==> config.mk <==
export PLATFORM = sky130hd
export DESIGN_NAME = apb_master_n_flat
export DESIGN_NICKNAME = d
export VERILOG_FILES = /design/src/rtl/apb_master_n_pkg.sv /design/src/rtl/apb_master_n_if.sv /design/src/rtl/apb_master_n_addr_decoder.sv /design/src/rtl/apb_master_n.sv /design/src/flat_wrapper.sv
export SDC_FILE = /design/constraint.sdc
export NUM_CORES = 1
export LEC_CHECK = 0
export BUFFER_PORTS_ARGS = -buffer_cell sky130_fd_sc_hd__buf_4
export CAP_MARGIN = 20
export CELL_PAD_IN_SITES_DETAIL_PLACEMENT = 0
export CELL_PAD_IN_SITES_GLOBAL_PLACEMENT = 2
export CORE_ASPECT_RATIO = 1.5
export CORE_UTILIZATION = 21
export DETAILED_ROUTE_END_ITERATION = 7
export PLACE_DENSITY_LB_ADDON = 0.1
export RECOVER_POWER = 25
export SLEW_MARGIN = 20
export SYNTH_ARGS = -nofsm -noshare
export SYNTH_HDL_FRONTEND = slang
export SYNTH_SLANG_ARGS = --single-unit
export TNS_END_PERCENT = 5
==> constraint.sdc <==
create_clock -name PCLK -period 3.5 [get_ports PCLK]
set_input_delay 0 -clock PCLK [delete_from_list [all_inputs] [get_ports PCLK]]
set_output_delay 0 -clock PCLK [all_outputs]
set_load 0.02 [all_outputs]
==> src/rtl/apb_master_n_pkg.sv <==
// apb_pkg: shared types and constants for the parametrised APB3 master.
//   apb_state_t      : bridge FSM states
//   APB_BASE_ADDR    : default start of the APB window
//   APB_SLOT_SHIFT   : default log2 of bytes per slave slot
//   SLOT_W / TMO_W   : slot index width (up to 16 slaves) and timeout counter width
//   RAM..UART        : slot indices of the standard MCU peripherals
package apb_pkg;
  typedef enum logic [1:0] {IDLE, SETUP, ACCESS, DERR} apb_state_t;

  localparam logic [31:0] APB_BASE_ADDR  = 32'h1000_0000;
  localparam int          APB_SLOT_SHIFT = 12;
  localparam int          SLOT_W         = 4;
  localparam int          TMO_W          = 16;

  localparam int RAM  = 0;
  localparam int GPO  = 1;
  localparam int GPI  = 2;
  localparam int GPIO = 3;
  localparam int UART = 4;
endpackage

==> src/rtl/apb_master_n_if.sv <==
// apb_master_n_if: CPU request side plus APB completer side of the bridge.
//   CPU side : transfer, write, addr, wdata, strb -> rdata, ready, err
//   APB side : PADDR, PWRITE, PENABLE, PWDATA, PSTRB, PSEL -> PRDATA, PREADY, PSLVERR
//   modport master : the bridge's view; modport slave : the environment's view.
interface apb_master_n_if #(
  parameter int NUM_SLAVES = 5,
  parameter int ADDR_W     = 32,
  parameter int DATA_W     = 32
);
  localparam int STRB_W = DATA_W / 8;

  logic                         transfer;
  logic                         write;
  logic [ADDR_W-1:0]            addr;
  logic [DATA_W-1:0]            wdata;
  logic [STRB_W-1:0]            strb;
  logic [DATA_W-1:0]            rdata;
  logic                         ready;
  logic                         err;

  logic [ADDR_W-1:0]            PADDR;
  logic                         PWRITE;
  logic                         PENABLE;
  logic [DATA_W-1:0]            PWDATA;
  logic [STRB_W-1:0]            PSTRB;
  logic [NUM_SLAVES-1:0]        PSEL;
  logic [NUM_SLAVES*DATA_W-1:0] PRDATA;
  logic [NUM_SLAVES-1:0]        PREADY;
  logic [NUM_SLAVES-1:0]        PSLVERR;

  modport master (
    input  transfer, write, addr, wdata, strb, PRDATA, PREADY, PSLVERR,
    output rdata, ready, err, PADDR, PWRITE, PENABLE, PWDATA, PSTRB, PSEL
  );

  modport slave (
    output transfer, write, addr, wdata, strb, PRDATA, PREADY, PSLVERR,
    input  rdata, ready, err, PADDR, PWRITE, PENABLE, PWDATA, PSTRB, PSEL
  );
endinterface

==> src/rtl/apb_master_n_addr_decoder.sv <==
// apb_addr_decoder: combinational address decode for the APB window.
//   addr   in  : byte address
//   slot   out : (addr - BASE_ADDR) >> SLOT_SHIFT, meaningful only when mapped
//   mapped out : addr >= BASE_ADDR and slot < NUM_SLAVES
module apb_addr_decoder
  import apb_pkg::*;
#(
  parameter int                NUM_SLAVES = 5,
  parameter int                ADDR_W     = 32,
  parameter logic [ADDR_W-1:0] BASE_ADDR  = ADDR_W'(APB_BASE_ADDR),
  parameter int                SLOT_SHIFT = APB_SLOT_SHIFT
) (
  input  logic [ADDR_W-1:0] addr,
  output logic [SLOT_W-1:0] slot,
  output logic              mapped
);
  logic [ADDR_W-1:0] offs;
  logic [ADDR_W-1:0] slot_full;

  always_comb begin
    offs      = addr - BASE_ADDR;
    slot_full = offs >> SLOT_SHIFT;
    // Full-width slot compare so far-away addresses cannot alias into a slot.
    mapped    = (addr >= BASE_ADDR) && (slot_full < ADDR_W'(NUM_SLAVES));
    slot      = slot_full[SLOT_W-1:0];
  end
endmodule

==> src/rtl/apb_master_n.sv <==
// apb_master_n: APB3 bridge from the CPU data-bus request to NUM_SLAVES completers.
//   PCLK   : clock, rising edge
//   PRESET : synchronous active-low reset
//   bus    : apb_master_n_if.master (CPU request/response + APB bus)
// Optional macro APB_TIMEOUT_EN: ACCESS phase aborts with err after
// TIMEOUT_CYCLES wait cycles (0 = never). Without it ACCESS waits forever.
module apb_master_n
  import apb_pkg::*;
#(
  parameter int                NUM_SLAVES     = 5,
  parameter int                ADDR_W         = 32,
  parameter int                DATA_W         = 32,
  parameter logic [ADDR_W-1:0] BASE_ADDR      = ADDR_W'(APB_BASE_ADDR),
  parameter int                SLOT_SHIFT     = APB_SLOT_SHIFT,
  parameter int                TIMEOUT_CYCLES = 255
) (
  input  logic            PCLK,
  input  logic            PRESET,
  apb_master_n_if.master  bus
);
  localparam int STRB_W = DATA_W / 8;

  apb_state_t        state_q, state_d;
  logic [ADDR_W-1:0] paddr_q, paddr_d;
  logic [DATA_W-1:0] pwdata_q, pwdata_d;
  logic              pwrite_q, pwrite_d;
  logic [STRB_W-1:0] pstrb_q, pstrb_d;
  logic [SLOT_W-1:0] slot_q, slot_d;

  logic [SLOT_W-1:0]     dec_slot;
  logic                  dec_mapped;
  logic                  sel_ready, sel_err, timeout;
  logic [DATA_W-1:0]     sel_rdata;
  logic [NUM_SLAVES-1:0] psel;
  logic                  penable, ready_c, err_c;
  logic [DATA_W-1:0]     rdata_c;

  apb_addr_decoder #(
    .NUM_SLAVES (NUM_SLAVES),
    .ADDR_W     (ADDR_W),
    .BASE_ADDR  (BASE_ADDR),
    .SLOT_SHIFT (SLOT_SHIFT)
  ) u_dec (
    .addr   (bus.addr),
    .slot   (dec_slot),
    .mapped (dec_mapped)
  );

  // Only the selected completer's response is ever looked at.
  assign sel_ready = bus.PREADY[slot_q];
  assign sel_err   = bus.PSLVERR[slot_q];
  assign sel_rdata = bus.PRDATA[int'(slot_q)*DATA_W +: DATA_W];

`ifdef APB_TIMEOUT_EN
  logic [TMO_W-1:0] tmo_q, tmo_d;

  // Counts ACCESS cycles without PREADY; fires on the cycle the count
  // would reach TIMEOUT_CYCLES, so a PREADY in that cycle still wins.
  always_comb begin
    tmo_d   = tmo_q;
    timeout = 1'b0;
    if (state_q == SETUP) begin
      tmo_d = '0;
    end else if (state_q == ACCESS && !sel_ready) begin
      tmo_d   = tmo_q + 1'b1;
      timeout = (TIMEOUT_CYCLES != 0) && (tmo_d == TMO_W'(TIMEOUT_CYCLES));
    end
  end

  always_ff @(posedge PCLK) begin
    if (!PRESET) tmo_q <= '0;
    else         tmo_q <= tmo_d;
  end
`else
  // TIMEOUT_CYCLES has no effect in this build; the compare folds to 0.
  assign timeout = (TIMEOUT_CYCLES < 0);
`endif

  always_comb begin
    state_d  = state_q;
    paddr_d  = paddr_q;
    pwdata_d = pwdata_q;
    pwrite_d = pwrite_q;
    pstrb_d  = pstrb_q;
    slot_d   = slot_q;
    psel     = '0;
    penable  = 1'b0;
    ready_c  = 1'b0;
    err_c    = 1'b0;
    rdata_c  = '0;
    unique case (state_q)
      IDLE: begin
        if (bus.transfer) begin
          if (dec_mapped) begin
            paddr_d  = bus.addr;
            pwdata_d = bus.wdata;
            pwrite_d = bus.write;
            pstrb_d  = bus.write ? bus.strb : '0;
            slot_d   = dec_slot;
            state_d  = SETUP;
          end else begin
            state_d  = DERR;
          end
        end
      end
      SETUP: begin
        psel[slot_q] = 1'b1;
        state_d      = ACCESS;
      end
      ACCESS: begin
        psel[slot_q] = 1'b1;
        penable      = 1'b1;
        if (sel_ready) begin
          ready_c = 1'b1;
          err_c   = sel_err;
          rdata_c = pwrite_q ? '0 : sel_rdata;
          state_d = IDLE;
        end else if (timeout) begin
          ready_c = 1'b1;
          err_c   = 1'b1;
          state_d = IDLE;
        end
      end
      DERR: begin
        ready_c = 1'b1;
        err_c   = 1'b1;
        state_d = IDLE;
      end
      default: state_d = IDLE;
    endcase
  end

  always_ff @(posedge PCLK) begin
    if (!PRESET) begin
      state_q  <= IDLE;
      paddr_q  <= '0;
      pwdata_q <= '0;
      pwrite_q <= 1'b0;
      pstrb_q  <= '0;
      slot_q   <= '0;
    end else begin
      state_q  <= state_d;
      paddr_q  <= paddr_d;
      pwdata_q <= pwdata_d;
      pwrite_q <= pwrite_d;
      pstrb_q  <= pstrb_d;
      slot_q   <= slot_d;
    end
  end

  // Completion is masked while reset is held so an aborted access never
  // reports ready, even in the cycle before the reset edge.
  assign bus.ready   = ready_c & PRESET;
  assign bus.err     = err_c & PRESET;
  assign bus.rdata   = PRESET ? rdata_c : '0;
  assign bus.PSEL    = psel;
  assign bus.PENABLE = penable;
  assign bus.PADDR   = paddr_q;
  assign bus.PWDATA  = pwdata_q;
  assign bus.PWRITE  = pwrite_q;
  assign bus.PSTRB   = pstrb_q;
endmodule

==> src/flat_wrapper.sv <==
// flat-port wrapper written by rule: the top's interface ports become plain ports
module apb_master_n_flat import apb_pkg::*;
#(
  parameter int                NUM_SLAVES     = 5,
  parameter int                ADDR_W         = 32,
  parameter int                DATA_W         = 32,
  parameter logic [ADDR_W-1:0] BASE_ADDR      = ADDR_W'(APB_BASE_ADDR),
  parameter int                SLOT_SHIFT     = APB_SLOT_SHIFT,
  parameter int                TIMEOUT_CYCLES = 255
)
  (PCLK, PRESET, bus_transfer, bus_write, bus_addr, bus_wdata, bus_strb, bus_PRDATA, bus_PREADY, bus_PSLVERR, bus_rdata, bus_ready, bus_err, bus_PADDR, bus_PWRITE, bus_PENABLE, bus_PWDATA, bus_PSTRB, bus_PSEL);
  apb_master_n_if #(.NUM_SLAVES(NUM_SLAVES), .ADDR_W(ADDR_W), .DATA_W(DATA_W)) bus_i ();
  input  logic PCLK;
  input  logic PRESET;
  input wire logic [$bits(bus_i.transfer)-1:0] bus_transfer;
  input wire logic [$bits(bus_i.write)-1:0] bus_write;
  input wire logic [$bits(bus_i.addr)-1:0] bus_addr;
  input wire logic [$bits(bus_i.wdata)-1:0] bus_wdata;
  input wire logic [$bits(bus_i.strb)-1:0] bus_strb;
  input wire logic [$bits(bus_i.PRDATA)-1:0] bus_PRDATA;
  input wire logic [$bits(bus_i.PREADY)-1:0] bus_PREADY;
  input wire logic [$bits(bus_i.PSLVERR)-1:0] bus_PSLVERR;
  output wire logic [$bits(bus_i.rdata)-1:0] bus_rdata;
  output wire logic [$bits(bus_i.ready)-1:0] bus_ready;
  output wire logic [$bits(bus_i.err)-1:0] bus_err;
  output wire logic [$bits(bus_i.PADDR)-1:0] bus_PADDR;
  output wire logic [$bits(bus_i.PWRITE)-1:0] bus_PWRITE;
  output wire logic [$bits(bus_i.PENABLE)-1:0] bus_PENABLE;
  output wire logic [$bits(bus_i.PWDATA)-1:0] bus_PWDATA;
  output wire logic [$bits(bus_i.PSTRB)-1:0] bus_PSTRB;
  output wire logic [$bits(bus_i.PSEL)-1:0] bus_PSEL;
  assign bus_i.transfer = bus_transfer;
  assign bus_i.write = bus_write;
  assign bus_i.addr = bus_addr;
  assign bus_i.wdata = bus_wdata;
  assign bus_i.strb = bus_strb;
  assign bus_i.PRDATA = bus_PRDATA;
  assign bus_i.PREADY = bus_PREADY;
  assign bus_i.PSLVERR = bus_PSLVERR;
  assign bus_rdata = bus_i.rdata;
  assign bus_ready = bus_i.ready;
  assign bus_err = bus_i.err;
  assign bus_PADDR = bus_i.PADDR;
  assign bus_PWRITE = bus_i.PWRITE;
  assign bus_PENABLE = bus_i.PENABLE;
  assign bus_PWDATA = bus_i.PWDATA;
  assign bus_PSTRB = bus_i.PSTRB;
  assign bus_PSEL = bus_i.PSEL;
  apb_master_n #(.NUM_SLAVES(NUM_SLAVES), .ADDR_W(ADDR_W), .DATA_W(DATA_W), .BASE_ADDR(BASE_ADDR), .SLOT_SHIFT(SLOT_SHIFT), .TIMEOUT_CYCLES(TIMEOUT_CYCLES)) u_core (.PCLK(PCLK), .PRESET(PRESET), .bus(bus_i));
endmodule
# ---- Word level (Yosys, flattened, before mapping)
# Cells that the tools add are included.
dict set report word_totals {
  ff_bits 75
  input_bits 242
  out_inout_bits 109
  elab_cells 46
}
dict set report op_classes {
  n_addsub 1
  n_lt_le_gt_ge 4
  eq_ne 5
  n_shift 1
  muxes 21
  bitwise 2
  reduce_logical 6
}
# op n
set ops {}
lappend ops {{variable part select 160 x 10 -> 32 bit} 1}
lappend ops {{two-way mux 32 bit} 4}
lappend ops {{greater-or-equal comparator 32 x 29 -> 1 bit (second input constant)} 1}
lappend ops {{subtractor 32 x 29 -> 32 bit (second input constant)} 1}
lappend ops {{< comparator 20 x 3 -> 1 bit (second input constant)} 1}
lappend ops {{one-hot mux 2 bit (4 select lines)} 1}
lappend ops {{binary-select mux 1 bit (select 3 bit)} 2}
lappend ops {{two-way mux 1 bit} 6}
lappend ops {{two-way mux 2 bit} 3}
lappend ops {{two-way mux 5 bit} 1}
lappend ops {{equality test 2 bit (second input constant)} 2}
lappend ops {{greater-or-equal comparator 4 x 1 -> 1 bit (second input constant)} 1}
lappend ops {{< comparator 4 bit (second input constant)} 1}
lappend ops {{two-way mux 4 bit} 1}
lappend ops {{one-hot mux 1 bit (2 select lines)} 2}
lappend ops {{demux 1 bit (select 3 bit)} 1}
lappend ops {{AND reduction 3 bit} 1}
lappend ops {{AND 1 bit} 2}
lappend ops {{equality test 2 x 1 -> 1 bit (second input constant)} 1}
lappend ops {{logical AND 1 bit} 2}
lappend ops {{logical NOT 2 bit} 1}
lappend ops {{inequality test 2 x 1 -> 1 bit (second input constant)} 1}
lappend ops {{inequality test 2 bit (second input constant)} 1}
lappend ops {{AND reduction 2 bit} 1}
lappend ops {{OR reduction 2 bit} 1}

# ---- Depth between registers and ports, before layout
dict set report depth {
  word_depth 6
  ltp_mapped 7
  ltp_nobuf 5
}

# ---- Modules after synthesis
# From an unflattened synthesis, not the netlist that was laid out.
dict set report unflattened {
  cells_unflattened 571
  hier_area_um2 4546.9
}
# module n_inst cells_each area_each_um2 seq_area_each_um2
set by_module_without_submodules {}
lappend by_module_without_submodules {apb_master_n 1 560 4465.5 1501.4}
lappend by_module_without_submodules {apb_addr_decoder 1 11 81.3 0.0}

# ---- Worst setup path before layout
# No wires, ideal clock.
dict set report synth_path {
  path_type {register -> output}
  startpoint {register u_core.slot_q[0]}
  endpoint {output port bus_rdata[13]}
  arrival_time_ns 1.702
  required_ns 3.500
  path_slack_ns 1.798
  stages_incl_launch_ff 7
  path_buffers 3
  path_cell_list {dfxtp_1 buf_2 buf_2 clkbuf_1 a22o_1 nand2_1 a21oi_1}
}
dict set report synth_between {
  elab_chain_len 5
  elab_cells_between_ends 7
  cone_classes {shift (1); mux (6)}
}
# element line
set synth_lines {}
lappend synth_lines {{start: declaration} apb_master_n.sv:28} ;# logic [SLOT_W-1:0] slot_q, slot_d;
lappend synth_lines {{start signal: assignment} apb_master_n.sv:147} ;# slot_q <= slot_d;
lappend synth_lines {{variable part select 160 x 10 -> 32 bit or binary-select mux 1 bit (select 3 bit) (tied branches)} {apb_master_n.sv:52, apb_master_n.sv:50}}
lappend synth_lines {{two-way mux 32 bit or two-way mux 1 bit (tied branches)} {apb_master_n.sv:116, apb_master_n.sv:50}}
lappend synth_lines {{two-way mux 32 bit *} apb_master_n.sv:113} ;# if (sel_ready) begin
lappend synth_lines {{two-way mux 32 bit *} apb_master_n.sv:91} ;# unique case (state_q)
lappend synth_lines {{two-way mux 32 bit *} apb_master_n.sv:155} ;# assign bus.rdata = PRESET ? rdata_c : '0;
lappend synth_lines {{end: declaration} flat_wrapper.sv:23} ;# output wire logic [$bits(bus_i.rdata)-1:0] bus_rdata;
# Every way passes the cells marked *; elsewhere a longest branch is shown, timed or not. The select of a mux whose other input is x is not followed.

# ---- Worst setup path in the final report
dict set report layout_path {
  startpoint {register u_core.state_q[0]}
  endpoint {register u_core.pstrb_q[1] (netlist: u_core.bus.PSTRB[1])}
}
dict set report layout_between {
  elab_chain_len 2
}
# element line
set layout_lines {}
lappend layout_lines {{start: declaration} apb_master_n.sv:23} ;# apb_state_t state_q, state_d;
lappend layout_lines {{start signal: assignment} apb_master_n.sv:142} ;# state_q <= state_d;
lappend layout_lines {{logical NOT 2 bit} apb_master_n.sv:91}
lappend layout_lines {{AND reduction 3 bit (no source line)} n/a}
lappend layout_lines {{end signal: assignment} apb_master_n.sv:146} ;# pstrb_q <= pstrb_d;
lappend layout_lines {{end: declaration} apb_master_n.sv:27} ;# logic [STRB_W-1:0] pstrb_q, pstrb_d;
# No other way between the ends.
# A chain may end at the register's enable or synchronous reset.

==> metrics.md <==
| Metric | Value |
|---|---|
| Remaining DRCs | `0` |
| CP max stage delay | `0.78 ns` |
| Post-synth top cells | `71 x dfxtp_1, 59 x o21ai_0, 49 x nand3_1` |
| Vias in the first global route | `5346` |
| Mapped Area | `4370 sq um` |
| Logic gate share of total power | `0.260` |
| TritonCTS clock tree | `yes` |
| Syn_nets | `767` |
| Fmax | `361 MHz` |
| Switching power | `655 uW` |
| Layout Nets | `1140` |
| Min-delay src | `bus_transfer` |
| Largest area contributor in the netlist | `dfxtp_1` |
| Reg-to-reg slack, setup | `0.73 ns` |
| Crit path kind | `register to register` |
| Maxcap violations | `0` |
| Clock Skew | `0.00846 ns` |
| Crit path from | `u_core.state_q[0]$_SDFFE_PN0P_` |
| Number of flops mapped to enable cells by yosys | `0` |
| Worst-case reg-to-reg path depth | `7` |
| Cell chain of the critical path | `inv_1, ha_1, and4_2, buf_4, nand4_1, dlygate4sd3_1, a21boi_1` |
| Setup Fix Bufs, Post-CTS | `0` |
| Slew Limit Headroom | `0.420` |
| Run status | `completed` |
| Setup TNS Final | `0 ns` |
| Gates resized, CTS repair | `0` |
| Die ar. | `21400 sq um` |
| Worst path required time | `3.76 ns` |
| Worst vdd ir | `214 uV` |
| Largest net degree at the start of global routing | `77` |
| Layout area overhead | `79.3%` |
| Vias per inst | `4.78` |
| Fin. max-slew vios | `0` |
| Num CTS Buffers | `9` |
| Top post-synthesis cells by area | `dfxtp_1 33%, a21boi_1 8.1%, mux2_2 7.5%, o21ai_0 6.8%, nand3_1 5.6%` |
| Initial antenna violation count | `2` |
| Clk root buf | `clkbuf_16` |
| Drt wl/cell | `18.3 um` |
| Buf/Inv on CP | `3` |
| Synth cell types | `41` |
| Avg Cell Area, Syn | `8.40 sq um` |
| Sequential share of the synthesized area | `0.325` |
| 1st-iter DRT viols | `287` |
| Total power | `2.39 mW` |
| Sequential power share | `0.347` |
| Prevailing post-synth register cell | `dfxtp_1` |
| Clock transition at path regs | `0.06 ns` |
| Part of the power in the clock network | `0.393` |
| Critical path endpoint category | `register` |
| Longest Clk Path Bufs | `2` |
| Chip height | `179 um` |
| Worst Path Arrival | `3.03 ns` |
| Leak | `3.38 nW` |
| Clock sink total | `71` |
| Sw Ratio | `0.274` |
| Worst Tran Pin Value | `0.870 ns` |
| First-pass GRT wire length | `30.8 mm` |
| RSZ-0062 raised after global routing | `no` |
| Crit path max-delay cell type | `and4_2` |
| Internal | `1.73 mW` |
| Final Wtd Congestion | `0.842` |
| DP HPWL | `16.0 mm` |
| Die width | `120 um` |
| Detailed Route WL | `21.3 mm` |
| Min cycle time layout | `2.77 ns` |
| Site Rows | `64` |
| Cell Pwr Density | `305 nW/um^2` |
| Port Buffers | `350` |
| Initial core utilization | `0.214` |
| Via count of the routed design | `5561` |
| Final setup viols | `0` |
| CTS H-tree lvls | `3` |
| Type of the worst min-delay path | `primary input to register` |
| Async SR Flop Fraction | `0` |
| Most common cell in the netlist | `dfxtp_1` |
| Overall Global Routing Usage | `0.189` |
| Startpoint types | `register` |
| CP Depth | `7` |
| Final hold vios | `0` |
| Synthesis-stage register bit count | `71` |
| Core box area | `20400 sq um` |
| ANT nets after route | `0` |
| Area fraction of the dominant cell type after synthesis | `0.325` |
| I/O Pins | `351` |
| Clk_lat worst skew | `0.33 ns` |
| CP Max Fanout | `36` |
| WHS Path Cells | `4` |
| Share of cells above drive strength 1 | `0.418` |
| Crit path max-delay family | `buffers and inverters` |
| Final period util | `0.791` |
| Pre-antenna DRT Iters | `4` |
| RR Startpoint | `u_core.state_q[0]$_SDFFE_PN0P_` |
| Gr ovfl total | `0` |
| Post-synthesis instance total | `520` |
| Synthesis warning total | `0` |
==> per-stage QoR <==
step | hold WS, ns | setup slack, ns | cell area, sq um | utilization | instances
2_1_floorplan | 0.151 | 1.80 | 4370 | - | 520
3_3_place_gp | 0.270 | 1.29 | 7120 | 0.348 | 1089
3_5_place_dp | 0.273 | 1.21 | 7120 | 0.348 | 1089
4_1_cts | 0.0940 | 0.716 | 7980 | 0.391 | 1161
5_1_grt | 0.110 | 0.555 | 7830 | 0.384 | 1164
6_report | 0.117 | 0.732 | 7830 | 0.384 | 1164
==> cells by family (layout without fill, tap and decap cells) <==
logic type | count (synthesis) | in the layout | synth area share
AOI/OAI and AO/OA | 210 | 210 | 0.325
adders and majority gates | 5 | 5 | 0.0143
buffers and inverters | 62 | 440 | 0.0748
DFF | 71 | 71 | 0.325
muxes | 37 | 37 | 0.0971
other | 0 | 2 | 0
and+or+nand+nor | 135 | 135 | 0.164
==> worst min-delay path: stages <==
cell,delay (ns)
buf_4,0.12
inv_1,0.06
a2bb2oi_1,0.09
mux2i_1,0.12
==> power by group through the flow <==
| stage | Sequential (mW) | Clock (mW) | Combinational (mW) |
|---|---|---|---|
| after floorplan | 0.846 | 0 | 0.245 |
| after global placement | 0.846 | 0 | 0.572 |
| after detailed placement | 0.848 | 0 | 0.577 |
| after CTS | 0.829 | 0.978 | 0.626 |
| after global routing | 0.830 | 1.01 | 0.670 |
| final | 0.830 | 0.939 | 0.621 |
==> final cells by class <==
cell class | instances | area, sq um
clock inverters | 7 | 80.1
clock buffers | 9 | 225
repair buffers | 418 | 3120
fillers | 2146 | 12600
well taps | 264 | 330
multi-input cells | 387 | 2630
flip-flops and latches | 71 | 1420
inverters | 6 | 22.5
diodes | 2 | 5.00
==> worst paths after layout <==
path                                      endpoint
hold reg to reg   u_core.bus.PSTRB[3]$_SDFFE_PN0P_
hold / removal      u_core.state_q[0]$_SDFFE_PN0P_
setup / recovery  u_core.bus.PSTRB[1]$_SDFFE_PN0P_
setup reg to reg  u_core.bus.PSTRB[1]$_SDFFE_PN0P_
==> cells in the final DEF, fill, tap and decap left out, types with 8 or more instances in the layout <==
cell type / synthesis / routed
buf_4: 7 / 316
dfxtp_1: 71 / 69
o21ai_0: 59 / 59
dlygate4sd3_1: 0 / 56
nand3_1: 49 / 49
a21boi_1: 47 / 47
clkbuf_1: 25 / 45
a21oi_1: 33 / 33
nand2_1: 32 / 32
a22oi_1: 31 / 31
mux2_2: 29 / 29
a22o_1: 28 / 28
and3_1: 16 / 16
clkbuf_16: 0 / 9
nor2_1: 8 / 8
==> metal layers <==
metal	track usage	wire length (um)
met5	0	0
met4	0.0599	227
met3	0.0585	1820
met2	0.365	11700
met1	0.188	7500
==> flip-flops by register name, indices dropped and copies added (netlist names) <==
name               cells
u_core.bus.PWDATA     32
u_core.bus.PADDR      29
u_core.bus.PSTRB       4
u_core.slot_q          3
u_core.state_q         2
u_core.bus.PWRITE      1
==> what timing repair did <==
item                                   in CTS  in global routing
endpoints found under the hold margin      52                  0
hold buffers                               56                  0
setup endpoints to repair                   0                  0
No activity file was read; power rests on OpenSTA's default activity.
